`src/rtl/pattern_pkg.sv`:
```
// Shared definitions for the pattern filler and pattern checker:
// pattern-type codes, fill words, checker state encoding and the
// expected-word function that maps (pattern, block, word) to 32 bits.
package pattern_pkg;

  localparam logic [1:0] PAT_INCR = 2'd0;
  localparam logic [1:0] PAT_DECR = 2'd1;
  localparam logic [1:0] PAT_0F   = 2'd2;
  localparam logic [1:0] PAT_5A   = 2'd3;

  localparam logic [31:0] FILL_ZERO = 32'h0000_0000;
  localparam logic [31:0] FILL_ONES = 32'hFFFF_FFFF;
  localparam logic [31:0] FILL_FIVE = 32'h5555_5555;
  localparam logic [31:0] FILL_AAAA = 32'hAAAA_AAAA;

  typedef enum logic [1:0] {
    CHK_IDLE  = 2'd0,
    CHK_RUN   = 2'd1,
    CHK_DRAIN = 2'd2
  } chk_state_t;

  // Word value for block blk, word wrd. DECR is the bitwise complement of
  // INCR, which equals 0xFFFF_FFFF minus the INCR value modulo 2^32.
  function automatic logic [31:0] pat_word(input logic [1:0]  pat,
                                           input logic [15:0] blk,
                                           input logic [31:0] wrd);
    logic [31:0] lin;
    lin = {blk, 16'h0000} + wrd;
    case (pat)
      PAT_INCR: pat_word = lin;
      PAT_DECR: pat_word = ~lin;
      PAT_0F:   pat_word = wrd[1] ? FILL_ONES : FILL_ZERO;
      default:  pat_word = wrd[1] ? FILL_AAAA : FILL_FIVE;
    endcase
  endfunction

endpackage

```
`src/rtl/pattern_expect_gen.sv`:
```
// Expected-word generator: holds the latched pattern type, the word and
// block position and the registered expected word. init restarts at
// block 0 word 0 with the current pattern input; advance steps one word.
module pattern_expect_gen
  import pattern_pkg::*;
#(
  parameter int BLK_AW = 16
) (
  input  logic        digiclk,
  input  logic        resetn,
  input  logic        init,
  input  logic        advance,
  input  logic [1:0]  pattern,
  output logic [31:0] exp_word,
  output logic [15:0] blk_idx
);

  logic [1:0]        pat_q;
  logic [BLK_AW-1:0] w_q;
  logic [BLK_AW-1:0] w_nxt;
  logic [15:0]       b_q;
  logic [15:0]       b_nxt;

  // Next position: word wraps at the block end and carries into the block.
  always_comb begin
    w_nxt = w_q + 1'b1;
    b_nxt = (w_q == '1) ? b_q + 16'd1 : b_q;
  end

  // Position counters and expected word for the upcoming compare.
  always_ff @(posedge digiclk or negedge resetn) begin
    if (!resetn) begin
      pat_q    <= PAT_INCR;
      w_q      <= '0;
      b_q      <= '0;
      exp_word <= '0;
    end else if (init) begin
      pat_q    <= pattern;
      w_q      <= '0;
      b_q      <= '0;
      exp_word <= pat_word(pattern, 16'd0, 32'd0);
    end else if (advance) begin
      w_q      <= w_nxt;
      b_q      <= b_nxt;
      exp_word <= pat_word(pat_q, b_nxt, 32'(w_nxt));
    end
  end

  assign blk_idx = b_q;

endmodule

```
`config.mk`:
```
export PLATFORM = sky130hd
export DESIGN_NAME = pattern_expect_gen
export DESIGN_NICKNAME = d
export VERILOG_FILES = /design/src/rtl/pattern_pkg.sv /design/src/rtl/pattern_expect_gen.sv
export SDC_FILE = /design/constraint.sdc
export NUM_CORES = 1
export LEC_CHECK = 0
export BUFFER_PORTS_ARGS = -buffer_cell sky130_fd_sc_hd__buf_2
export CAP_MARGIN = 40
export CORE_AREA = 2 2 87 89
export DETAILED_ROUTE_END_ITERATION = 8
export DIE_AREA = 0 0 89 91
export PLACE_DENSITY = 0.86
export SETUP_SLACK_MARGIN = 0.15
export SLEW_MARGIN = 20
export SYNTH_ARGS = -nofsm -noshare
export SYNTH_HDL_FRONTEND = slang
export SYNTH_SLANG_ARGS = --single-unit
```
`constraint.sdc`:
```
create_clock -name digiclk -period 2.8 [get_ports digiclk]
set_input_delay 0.14 -clock digiclk [delete_from_list [all_inputs] [get_ports digiclk]]
set_output_delay 0.14 -clock digiclk [all_outputs]
set_load 0.01 [all_outputs]
```
Word-level counts from Yosys, hierarchy flattened
Cells that the tools add are included.
{"block": "word_totals", "regBits": 66, "inputBits": 6, "output_inout_bits": 48, "wordCells": 28}
{"block": "op_classes", "add_sub_neg": 3, "eq_ne": 5, "mux": 11, "bitwise": 1, "reduce_logical": 4}
{"op": "$mux W32", "count": 4}
{"op": "$pmux W32 S3", "count": 1}
{"op": "$mux W16", "count": 5}
{"op": "$pmux W32 S2", "count": 1}
{"op": "$add A16 B1 Y16 const B", "count": 2}
{"op": "$add A32 B16 Y32", "count": 1}
{"op": "$not A32 Y32", "count": 1}
{"op": "$eq A16 B16 Y1 const B", "count": 1}
{"op": "$eq A2 B1 Y1 const B", "count": 2}
{"op": "$eq A2 B2 Y1 const B", "count": 2}
{"op": "$logic_not A2 Y1", "count": 2}
{"op": "$reduce_bool A2 Y1", "count": 1}
{"op": "$reduce_or A2 Y1", "count": 1}

Logic depth before layout (Yosys ltp)
Gate-level depths: netlist (run 1).
{"block": "depth", "depth_word": 7, "mapped_depth": 8, "ltp_nobuf": 7}

Least setup slack after synthesis (run 1)
OpenSTA, ideal clock, no wires.
{"block": "synth_timing", "kind": "register to register", "startpoint": "register w_q[0]", "endpoint": "register exp_word[24]", "arrival_time_ns": 2.225, "required_ns": 2.676, "slack_ns": 0.451, "stages_incl_launch_ff": 9, "n_path_buf": 1, "synth_period_minus_slack_ns": 2.349, "path_cell_list": "dfrtp_1 > ha_1 > nand4_1 > or3_1 > buf_6 > or4_1 > nand3_1 > mux2i_1 > a211o_1"}
{"block": "synth_between", "elab_chain_len": 7, "word_cells_on_any_way": 10, "cone_classes": "add/sub (2); eq/ne (1); mux (6); bitwise (1)"}
{"element": "start, declared", "line_no": "pattern_expect_gen.sv:19", "text": "logic [BLK_AW-1:0] w_q;"}
{"element": "start signal, assigned", "line_no": "pattern_expect_gen.sv:43", "text": "w_q <= w_nxt;"}
{"element": "parallel branches: the longest is 4 deep, another holds $add A32 B16 Y32"}
{"element": "$pmux W32 S3 (*)", "line_no": "pattern_pkg.sv:29", "text": "case (pat)"}
{"element": "$mux W32 (*)", "line_no": "pattern_expect_gen.sv:42", "text": "end else if (advance) begin"}
{"element": "$mux W32 (*)", "line_no": "pattern_expect_gen.sv:37", "text": "end else if (init) begin"}
{"element": "end signal, assigned", "line_no": "pattern_expect_gen.sv:41", "text": "exp_word <= pat_word(pattern, 16'd0, 32'd0);"}
{"element": "end signal, assigned", "line_no": "pattern_expect_gen.sv:45", "text": "exp_word <= pat_word(pat_q, b_nxt, 32'(w_nxt));"}
{"element": "end, declared", "line_no": "pattern_expect_gen.sv:14", "text": "output logic [31:0] exp_word,"}
Every way passes the cells marked *. The select of a mux whose other input is x is not followed.
A chain may end at the register's enable or synchronous reset.

Worst setup path after layout (run 1)
{"block": "layout_timing", "startpoint": "register w_q[0]", "endpoint": "register exp_word[14]"}
{"block": "layout_between", "elab_chain_len": 6, "word_cells_on_any_way": 8, "cone_classes": "add/sub (2); mux (5); bitwise (1)"}
{"element": "$add A16 B1 Y16 (*)", "line_no": "pattern_expect_gen.sv:26", "text": "w_nxt = w_q + 1'b1;"}
{"element": "$add A32 B16 Y32", "line_no": "pattern_pkg.sv:28", "text": "lin = {blk, 16'h0000} + wrd;"}
{"element": "$not A32 Y32", "line_no": "pattern_pkg.sv:31", "text": "PAT_DECR: pat_word = ~lin;"}
{"element": "$pmux W32 S3 (*)", "line_no": "pattern_pkg.sv:29"}
{"element": "$mux W32 (*)", "line_no": "pattern_expect_gen.sv:42"}
{"element": "$mux W32 (*)", "line_no": "pattern_expect_gen.sv:37"}
Every way passes the cells marked *; elsewhere a longest branch is shown, timed or not. The select of a mux whose other input is x is not followed.

==> results by group, run 1 <==
Synthesis
  – Async S/R FF share, synth: 1.00
  – Post-synth EDFFs: 0
  – Unique masters post-synth: 45
  – Ys flop type: dfrtp_1
  – Number of synthesized register bits: 66
  – Top cell type's share of synthesized area: 0.427
  – Synth Cell Area: 0.00386 mm²
  – Syn Area/Cell: slightly above 9 µm²
  – Ys Warns: 0
  – Mapped Cells: between 400 and 500
  – Net count after synthesis: 428
  – Seq/Total Area, Yosys: 0.427
  – Top post-synthesis cells by area: dfrtp_1 43%, xnor2_1 7.5%, xor2_1 7.0%
  – Largest area contributor in the netlist: dfrtp_1

Place
  – Pre-CTS setup slack: ~0.3 ns
  – Placer Congestion: 0.913
  – Port Buffers: between 50 and 60
  – HPWL Detailed: 6.70 mm

Clock tree
  – TritonCTS Buffers: 9
  – # clock sinks: 66
  – # Post-CTS Setup Buffers: 0
  – Clock-pin slew on the worst setup and hold paths: around 0.07 ns
  – CTS root buf: clkbuf_8
  – TritonCTS clock tree: done
  – H-tree Lvls: 3
  – CTS Buffer Depth: 2
  – Clock latency on the worst-skew pair: approximately 0.35 ns

Worst setup path
  – Worst Setup Start Kind: register
  – Critical path required time: 3.03 ns
  – Worst-path fanout max: 14
  – Critical path data arrival time: 2.72 ns
  – Critical Path Sink Type: register
  – FF-to-FF path depth: 9
  – Kind of critical path: reg2reg

Detailed routing
  – WL/cell: between 15 and 20 µm
  – Drt drc: 0
  – ANT nets after route: 0
  – Routed WL: 9.85 mm
  – Iteration count of the initial detailed-routing pass: 5
  – Initial DRC count: 347
  – Vias post-DR: between 3k and 4k
  – Via density: approximately 6.1

STA
  – Setup-failing EPs final: 0
  – Setup TNS: 0 ns
  – Slew Limit Fails: 0
  – Crit share post-route: 0.887
  – PnR worst setup slack: roughly 0.32 ns
  – Headroom to the max-slew limit: 0.519
  – RSZ-0062 raised after global routing: no
  – Final hold violation count: 0
  – Worst Skew: between 0.007 and 0.008 ns
  – Slew @ Worst Pin: between 0.7 and 0.8 ns
  – Max Fclk: 0.403 GHz
  – Final min period: approximately 2.5 ns

Cells and area
  – Share of layout cells above drive strength 1: 0.181
  – Synthesis-to-finish area growth: 14.3%
  – ANT cells: 0
  – Nets: between 400 and 500

Power
  – Worst vdd ir: 0.269 mV
  – P_leak: between 2 and 2.5 nW
  – PD cells: 498 mW/mm²

Floorplan
  – Core footprint: 0.00714 mm²
  – DIE HEIGHT: 91 µm
  – Starting Density: 0.541
  – Die area: approximately 0.0081 mm²
  – Die W: between 80 and 90 µm
  – Io pins: 54
  – Standard-cell rows: 31

Global route
  – First-pass GRT wire length: between 15 and 20 mm
  – GR Util All Layers: 0.249
  – Pin count of the biggest net entering global routing: 67
  – Initial antenna violation count: 0
  – Grt total ovfl: 0
  – Vias in the first global route: around 3.2k

Hold path
  – Min-Delay Path Depth: 3
  – Tightest Hold Check Type: in2reg

Outcome
  – Status: finished clean

Job
  – Max-cap viol count: 0
==> registers in the layout, indices dropped and copies added (netlist names) <==
name / flops
exp_word: 32
pat_q: 2
blk_idx: 16
w_q: 16
==> kinds of logic after synthesis <==
logic type / count (synthesis) / synth area share
AO/OA/AOI/OAI: 85 / 0.143
adder cells (fa/ha/maj): 2 / 0.00648
buffers and inverters: 35 / 0.0385
AND/OR/NAND/NOR: 154 / 0.203
flip-flops: 66 / 0.427
multiplexers: 14 / 0.0363
XOR/XNOR: 64 / 0.145
==> cell usage in the layout, fill, tap and decap left out, types with 6 or more instances in the layout <==
cell type / n
a211o_1: 12
a21oi_1: 15
a221o_1: 9
and3_1: 7
buf_2: 53
buf_4: 9
clkbuf_8: 9
dfrtp_1: 66
mux2i_1: 14
nand2_1: 32
nand3_1: 21
nand4_1: 14
nor2_1: 42
nor3_1: 6
nor4_1: 8
o21ai_0: 33
xnor2_1: 33
xor2_1: 31
==> where the power goes <==
group	leakage [nW]	switching, mW	total [mW]	internal [mW]
Clock	0.0958	0.368	0.773	0.405
Combinational	1.05	0.212	0.364	0.152
Sequential	0.869	0.0501	1.06	1.01
Total	2.02	0.630	2.20	1.57
==> worst max-delay path, cell delays in order, from the launching register on <==
cell     delay, ns
dfrtp_1       0.46
ha_1          0.29
nand4_1       0.15
buf_4         0.19
nor3_1        0.15
buf_4         0.24
a31oi_1       0.11
o21ai_0       0.35
mux2i_1       0.15
a211o_1       0.28
==> synthesized netlist by cell type, types with 3 or more instances <==
library cell	number
dfrtp_1	66
nor2_1	42
o21ai_0	33
xnor2_1	33
nand2_1	32
xor2_1	31
nand3_1	21
clkbuf_1	20
a21oi_1	15
mux2i_1	14
nand4_1	14
a211o_1	12
a221o_1	9
buf_2	8
nor4_1	8
and3_1	7
nor3_1	6
or3_1	6
inv_1	5
nand2b_1	4
a31oi_1	3
o211ai_1	3
o31ai_1	3
==> final timing paths <==
path / start / end / slack [ns]
hold / removal: pattern[1] / pat_q[1]$_DFFE_PN0P_ / 0.02
min in group asynchronous: resetn / exp_word[25]$_DFFE_PN0P_ / 0.27
setup reg to reg: w_q[0]$_DFFE_PN0P_ / exp_word[14]$_DFFE_PN0P_ / 0.32
max in group asynchronous: resetn / exp_word[7]$_DFFE_PN0P_ / 2.01
setup / recovery: w_q[0]$_DFFE_PN0P_ / exp_word[14]$_DFFE_PN0P_ / 0.32
hold reg to reg: exp_word[28]$_DFFE_PN0P_ / exp_word[28]$_DFFE_PN0P_ / 0.49
==> repair_timing <==
item	4_1_cts	5_1_grt
setup endpoints to repair	0	5
resized for setup	0	1
endpoints found under the hold margin	11	0
hold buffers	1	0
==> layout make-up <==
type / instances / area (µm²)
multi-input cells: 319 / 2070
repair buffers: 64 / 370
clock inverters: 6 / 57.6
inverters: 5 / 18.8
well taps: 99 / 124
clock buffers: 10 / 128
fillers: 595 / 2720
flip-flops and latches: 66 / 1650
==> per-stage QoR <==
stage               power (mW)  instance area [µm²]  utilization  std cells  hold WS (ns)
floorplan                 1.30                 3860            -        420        -0.156
global placement          1.42                 4190        0.587        551         0.359
detailed placement        1.43                 4190        0.587        551         0.364
CTS                       2.19                 4390        0.614        568        0.0206
global route              2.28                 4420        0.619        569        0.0480
finish                    2.20                 4420        0.619        569        0.0250
==> layer usage <==
metal,track usage,wire length (µm),vias to the layer above
met1,0.343,4140,1708
met2,0.386,4740,186
met5,0,0,-
met3,0.0464,763,16
met4,0.0995,199,0
li1,-,-,1578
Power figures use the tool's default switching activity.
==> inputs of run 2 (changes only) <==
- CORE_AREA: 2 2 87 89 -> 5 5 90 92
- DIE_AREA: 0 0 89 91 -> 0 0 95 97
==> results by group, run 2 (synthesized netlist as in run 1, its figures left out) <==
Outcome
  – Status: finished clean

Global route
  – Grt total ovfl: 0 (unchanged)
  – First-pass GRT wire length: 17.0 mm (+7.2%)
  – Vias in the first global route: 3367 (+3.6%)
  – Pin count of the biggest net entering global routing: 67 (unchanged)
  – GR Util All Layers: 0.233 (-0.0161)
  – Initial antenna violation count: 0 (unchanged)

STA
  – Final hold violation count: 0 (unchanged)
  – Setup TNS: 0 ns (unchanged)
  – Max Fclk: 0.412 GHz (+2.4%)
  – Final min period: 2.43 ns (-0.0578 ns)
  – PnR worst setup slack: 0.374 ns (+0.0578 ns)
  – Headroom to the max-slew limit: 0.510 (-0.00912)
  – Crit share post-route: 0.866 (-0.0207)
  – Slew @ Worst Pin: 0.734 ns (+0.0133 ns)
  – Slew Limit Fails: 0 (unchanged)
  – Setup-failing EPs final: 0 (unchanged)
  – Worst Skew: 0.0116 ns (+0.00387 ns)
  – RSZ-0062 raised after global routing: no

Cells and area
  – Largest register FFs: 32 (unchanged)
  – Fill cells: 590 (-0.84%)
  – Reg area: 0.00165 mm² (unchanged)
  – Most common cell after layout, fill and taps aside: dfrtp_1
  – ANT cells: 0 (unchanged)
  – Synthesis-to-finish area growth: 16.0%
  – Share of layout cells above drive strength 1: 0.186 (+0.00520)
  – Top reg by flops: exp_word
  – Nets: 476 (+0.63%)
  – Most frequent cells in the layout: 66 x dfrtp_1, 53 x buf_2, 42 x nor2_1
  – Non-filler cells, final: 572 (+0.53%)
  – Multi-input logic area: 0.00208 mm² (+0.61%)

Clock tree
  – TritonCTS clock tree: done
  – TritonCTS Buffers: 9 (unchanged)
  – CTS Buffer Depth: 2 (unchanged)
  – # Post-CTS Setup Buffers: 0 (unchanged)
  – H-tree Lvls: 3 (unchanged)
  – Clock-pin slew on the worst setup and hold paths: 0.07 ns (about the same)
  – # clock sinks: 66 (unchanged)
  – CTS root buf: clkbuf_8
  – Clock latency on the worst-skew pair: 0.37 ns (+0.02 ns)

Floorplan
  – Die W: 95 µm (+6.7%)
  – Starting Density: 0.541 (unchanged)
  – Io pins: 54 (unchanged)
  – Standard-cell rows: 31 (unchanged)
  – Die area: 0.00922 mm² (+14%)
  – DIE HEIGHT: 97 µm (+6.6%)
  – Core footprint: 0.00714 mm² (unchanged)

Worst setup path
  – Critical path data arrival time: 2.67 ns (-0.05 ns)
  – Critical path required time: 3.04 ns (about the same)
  – Slowest stage delay, CP: 0.54 ns (+0.08 ns)
  – Worst Setup Start Kind: register
  – Worst-path fanout max: 9 (-5)
  – CP cell instances: ha_1 > nand4_1 > or3_4 > or4_1 > nand3_1 > mux2i_1 > a211o_1
  – Kind of critical path: reg2reg
  – Worst path slowest cell: or4_1
  – Critical Path Sink Type: register

Power
  – PD cells: 519 mW/mm² (+4.1%)
  – P_leak: 2.06 nW (+2.2%)
  – Tot Pwr: 2.32 mW (+5.6%)
  – Worst vdd ir: 0.246 mV (-8.5%)

Detailed routing
  – DR top layer: met4
  – Met2 routed WL: 4.88 mm (+3.0%)
  – ANT nets after route: 0 (unchanged)
  – Met1 Routed Length: 4.28 mm (+3.2%)
  – Routed WL: 10.2 mm (+3.1%)
  – Iteration count of the initial detailed-routing pass: 5 (unchanged)
  – Drt drc: 0 (unchanged)
  – Via density: 5.97 (-2.6%)
  – Vias post-DR: 3415 (-2.1%)
  – WL/cell: 17.7 µm (+2.5%)
  – Routed met3 length: 813 µm (+6.6%)
  – Initial DRC count: 350 (+0.86%)

Place
  – HPWL Detailed: 6.95 mm (+3.7%)
  – Port Buffers: 53 (unchanged)
  – Placed cell count: 553 (+0.36%)
  – Pre-CTS setup slack: 0.292 ns (-0.00266 ns)
  – Placer Congestion: 0.926 (+1.4%)

Hold path
  – Tightest Hold Check Type: in2reg

Job
  – Max-cap viol count: 0 (unchanged)
[run 2: cell types whose count changed in the layout (fill, tap and decap cells not counted), sizes merged]
| cell | delta |
|---|---|
| bufinv | +1 |
| clkinv | -2 |
| clkbuf | +1 |
| buf | +2 |
| dlygate4sd3 | +1 |
[run 2: path summary, 6_finish.rpt]
check,startpoint,depth (start not counted),slack [ns],endpoint
hold / removal,pattern[0],3,0.08,exp_word[0]$_DFFE_PN0P_
setup / recovery,w_q[0]$_DFFE_PN0P_,7,0.37,exp_word[24]$_DFFE_PN0P_
max in group asynchronous,resetn,4,1.96,w_q[3]$_DFFE_PN0P_
min in group asynchronous,resetn,3,0.30,blk_idx[13]$_DFFE_PN0P_
hold reg to reg,exp_word[26]$_DFFE_PN0P_,1,0.49,exp_word[26]$_DFFE_PN0P_
setup reg to reg,w_q[0]$_DFFE_PN0P_,7,0.37,exp_word[24]$_DFFE_PN0P_
[run 2: critical path, delay by kind of cell (launching register included)]
family	cells	cell delay (ns)
AND/OR/NAND/NOR	4	1.20
flip-flops	1	0.47
AO/OA/AOI/OAI	1	0.28
adder cells (fa/ha/maj)	1	0.27
multiplexers	1	0.09
[run 2: per-layer routing]
layer | vias to the layer above | global-route usage
li1 | 1580 | -
met1 | 1670 | 0.317
met3 | 20 | 0.0582
met4 | 0 | 0.0844
met2 | 145 | 0.357
met5 | - | 0
[run 2: layout make-up]
| class | count | area share |
|---|---|---|
| multi-input cells | 319 | 0.464 |
| flip-flops and latches | 66 | 0.369 |
| repair buffers | 67 | 0.0865 |
| clock buffers | 11 | 0.0315 |
| well taps | 99 | 0.0276 |
| clock inverters | 5 | 0.0173 |
| inverters | 5 | 0.00419 |
[run 2: where the power goes]
group | switching (mW) | total [mW] | internal, mW
sequential | 0.0518 | 1.07 | 1.01
clock | 0.378 | 0.901 | 0.523
combinational | 0.208 | 0.359 | 0.151
total | 0.638 | 2.32 | 1.69
[run 2: what timing repair did]
item	CTS	global route
gates resized for setup	0	3
hold endpoints to repair	11	0
hold buffers	2	0
setup endpoints to repair	0	7
[run 2: metrics by stage]
step	util	hold WS [ns]	cell area, µm²
finish	0.628	0.0813	4480
global placement	0.589	0.358	4210
floorplan	-	-0.156	3860
detailed placement	0.589	0.366	4210
global route	0.628	0.145	4480
CTS	0.623	0.0744	4440
==> inputs of run 3 (changes only) <==
- SETUP_SLACK_MARGIN: 0.15 -> 0.4
==> results by group, run 3 (synthesized netlist as in run 1, its figures left out) <==
Outcome
  – Status: finished clean

Worst setup path
  – CP cell instances: ha_4 > nand4_1 > buf_4 > nor4_2 > buf_4 > mux2i_1 > xnor2_1 > a221o_1
  – Setup crit start: w_q[0]$_DFFE_PN0P_
  – CP dominant cell by count: buf_4
  – Critical path data arrival time: 2.55 ns (-0.12 ns)
  – Worst-path fanout max: 5 (-4)
  – Worst Setup Start Kind: register
  – Worst path slowest cell: dfrtp_2
  – Reg2Reg Launch Point: w_q[0]$_DFFE_PN0P_
  – Critical path required time: 3.04 ns (about the same)
  – Kind of critical path: reg2reg
  – Critical Path Sink Type: register
  – Slowest stage delay, CP: 0.43 ns (-0.11 ns)

Clock tree
  – Clock latency on the worst-skew pair: 0.36 ns (about the same)
  – # clock sinks: 66 (unchanged)
  – TritonCTS Buffers: 9 (unchanged)
  – CTS root buf: clkbuf_8
  – TritonCTS clock tree: done
  – H-tree Lvls: 3 (unchanged)
  – Clock-pin slew on the worst setup and hold paths: 0.07 ns (about the same)
  – CTS Buffer Depth: 2 (unchanged)

Cells and area
  – Fill cells: 575 (-2.5%)
  – Non-filler cells, final: 577 (+0.87%)
  – Top reg by flops: exp_word
  – Synthesis-to-finish area growth: 18.5%
  – Nets: 481 (+1.1%)
  – Most frequent cells in the layout: 64 x dfrtp_1, 53 x buf_2, 42 x nor2_1
  – ANT cells: 0 (unchanged)
  – Largest register FFs: 32 (unchanged)
  – Most common cell after layout, fill and taps aside: dfrtp_1
  – Post-route cell area: 0.00458 mm² (+2.1%)
  – Reg area: 0.00165 mm² (+0.15%)
  – Multi-input logic area: 0.00214 mm² (+3.0%)
  – Share of layout cells above drive strength 1: 0.218 (+0.0315)

STA
  – RSZ-0062 raised after global routing: no
  – Crit share post-route: 0.823 (-0.0434)
  – Max Fclk: 0.434 GHz (+5.3%)
  – Worst Skew: 0.0104 ns (-0.00116 ns)
  – Setup-failing EPs final: 0 (unchanged)
  – Final hold violation count: 0 (unchanged)
  – Final min period: 2.30 ns (-0.121 ns)
  – Slew @ Worst Pin: 0.750 ns (+0.0154 ns)
  – Slew Limit Fails: 0 (unchanged)
  – Headroom to the max-slew limit: 0.500 (-0.00999)
  – Setup TNS: 0 ns (unchanged)

Global route
  – Vias in the first global route: 3388 (+0.62%)
  – Pin count of the biggest net entering global routing: 67 (unchanged)
  – First-pass GRT wire length: 17.1 mm (+0.16%)
  – Grt total ovfl: 0 (unchanged)
  – Routing usage on met2: 0.357 (unchanged)
  – Gr busiest metal: met2
  – Initial antenna violation count: 0 (unchanged)
  – Met1 usage: 0.315 (-0.00148)
  – Met3 Use GR: 0.0590 (+0.000776)
  – GR Util All Layers: 0.233 (unchanged)

Place
  – Port Buffers: 53 (unchanged)
  – Placed cell count: 553 (unchanged)
  – HPWL Detailed: 6.95 mm (unchanged)
  – Placer Congestion: 0.926 (unchanged)
  – Area of placed instances: 0.00421 mm² (unchanged)

Power
  – PD cells: 511 mW/mm² (-1.4%)
  – Worst vdd ir: 0.246 mV (about the same)
  – P_leak: 2.08 nW (+1.1%)

Floorplan
  – Die W: 95 µm (unchanged)
  – Core footprint: 0.00714 mm² (unchanged)
  – DIE HEIGHT: 97 µm (unchanged)
  – Io pins: 54 (unchanged)
  – Standard-cell rows: 31 (unchanged)
  – Die area: 0.00922 mm² (unchanged)
  – Starting Density: 0.541 (unchanged)

Detailed routing
  – Drt drc: 0 (unchanged)
  – WL/cell: 18.0 µm (+1.7%)
  – Iteration count of the initial detailed-routing pass: 5 (unchanged)
  – Vias post-DR: 3505 (+2.6%)
  – Routed WL: 10.4 mm (+2.6%)
  – Initial DRC count: 317 (-9.4%)
  – Via density: 6.07 (+1.7%)
  – ANT nets after route: 0 (unchanged)

Hold path
  – Tightest Hold Check Type: in2reg
  – Hold path start: pattern[0]

Job
  – Max-cap viol count: 0 (unchanged)
[run 3: cell types whose count changed in the layout (fill, tap and decap cells not counted), sizes merged]
cell,delta
buf,+4
or3,+1
[run 3: what timing repair did]
action	in CTS	in global routing
setup endpoints to repair	10	19
gates resized for setup	4	12
pin swaps	0	3
hold buffers	2	0
endpoints found under the hold margin	11	0
setup buffers	0	4
cloned	0	1
[run 3: worst max-delay path, delay by kind of cell, from the launching register on]
kind                       cells  cell delay (ns)
and+or+nand+nor                2             0.42
buffers and inverters          2             0.42
adders and majority gates      1             0.16
xor gates and xnor gates       1             0.10
muxes                          1             0.34
DFF                            1             0.43
AOI/OAI and AO/OA              1             0.31
[run 3: per-layer routing]
| layer | share of wire | vias up |
|---|---|---|
| met3 | 0.089 | 26 |
| li1 | - | 1598 |
| met1 | 0.42 | 1708 |
| met2 | 0.47 | 173 |
| met4 | 0.023 | 0 |
| met5 | 0 | - |
[run 3: power by group]
| part | switching (mW) | leakage, nW | internal (mW) | total [mW] |
|---|---|---|---|---|
| clock network | 0.377 | 0.109 | 0.523 | 0.899 |
| logic | 0.213 | 1.11 | 0.161 | 0.374 |
| registers | 0.0527 | 0.867 | 1.01 | 1.07 |
| total | 0.642 | 2.08 | 1.70 | 2.34 |
[run 3: area by class of cell]
type	count	area share
clock buffers	11	0.0309
clock inverters	5	0.0169
inverters	5	0.00410
multi-input cells	320	0.468
flip-flops and latches	66	0.361
well taps	99	0.0271
repair buffers	71	0.0913
[run 3: final timing paths]
| kind | depth (start not counted) | slack [ns] | end |
|---|---|---|---|
| max | 8 | 0.50 | exp_word[17]$_DFFE_PN0P_ |
| min | 3 | 0.07 | exp_word[0]$_DFFE_PN0P_ |
| max reg2reg | 8 | 0.50 | exp_word[17]$_DFFE_PN0P_ |
| min reg2reg | 1 | 0.49 | exp_word[10]$_DFFE_PN0P_ |
| max in group asynchronous | 4 | 1.95 | w_q[0]$_DFFE_PN0P_ |
| min in group asynchronous | 3 | 0.30 | blk_idx[13]$_DFFE_PN0P_ |
[run 3: per-stage QoR]
| stage | total power, mW | setup WS [ns] | hold slack [ns] | utilization |
|---|---|---|---|---|
| after floorplan | 1.30 | 0.451 | -0.156 | - |
| after global placement | 1.42 | 0.416 | 0.358 | 0.589 |
| after detailed placement | 1.43 | 0.292 | 0.366 | 0.589 |
| after CTS | 2.32 | 0.434 | 0.0744 | 0.625 |
| after global routing | 2.43 | 0.386 | 0.146 | 0.641 |
| final | 2.34 | 0.496 | 0.0747 | 0.641 |
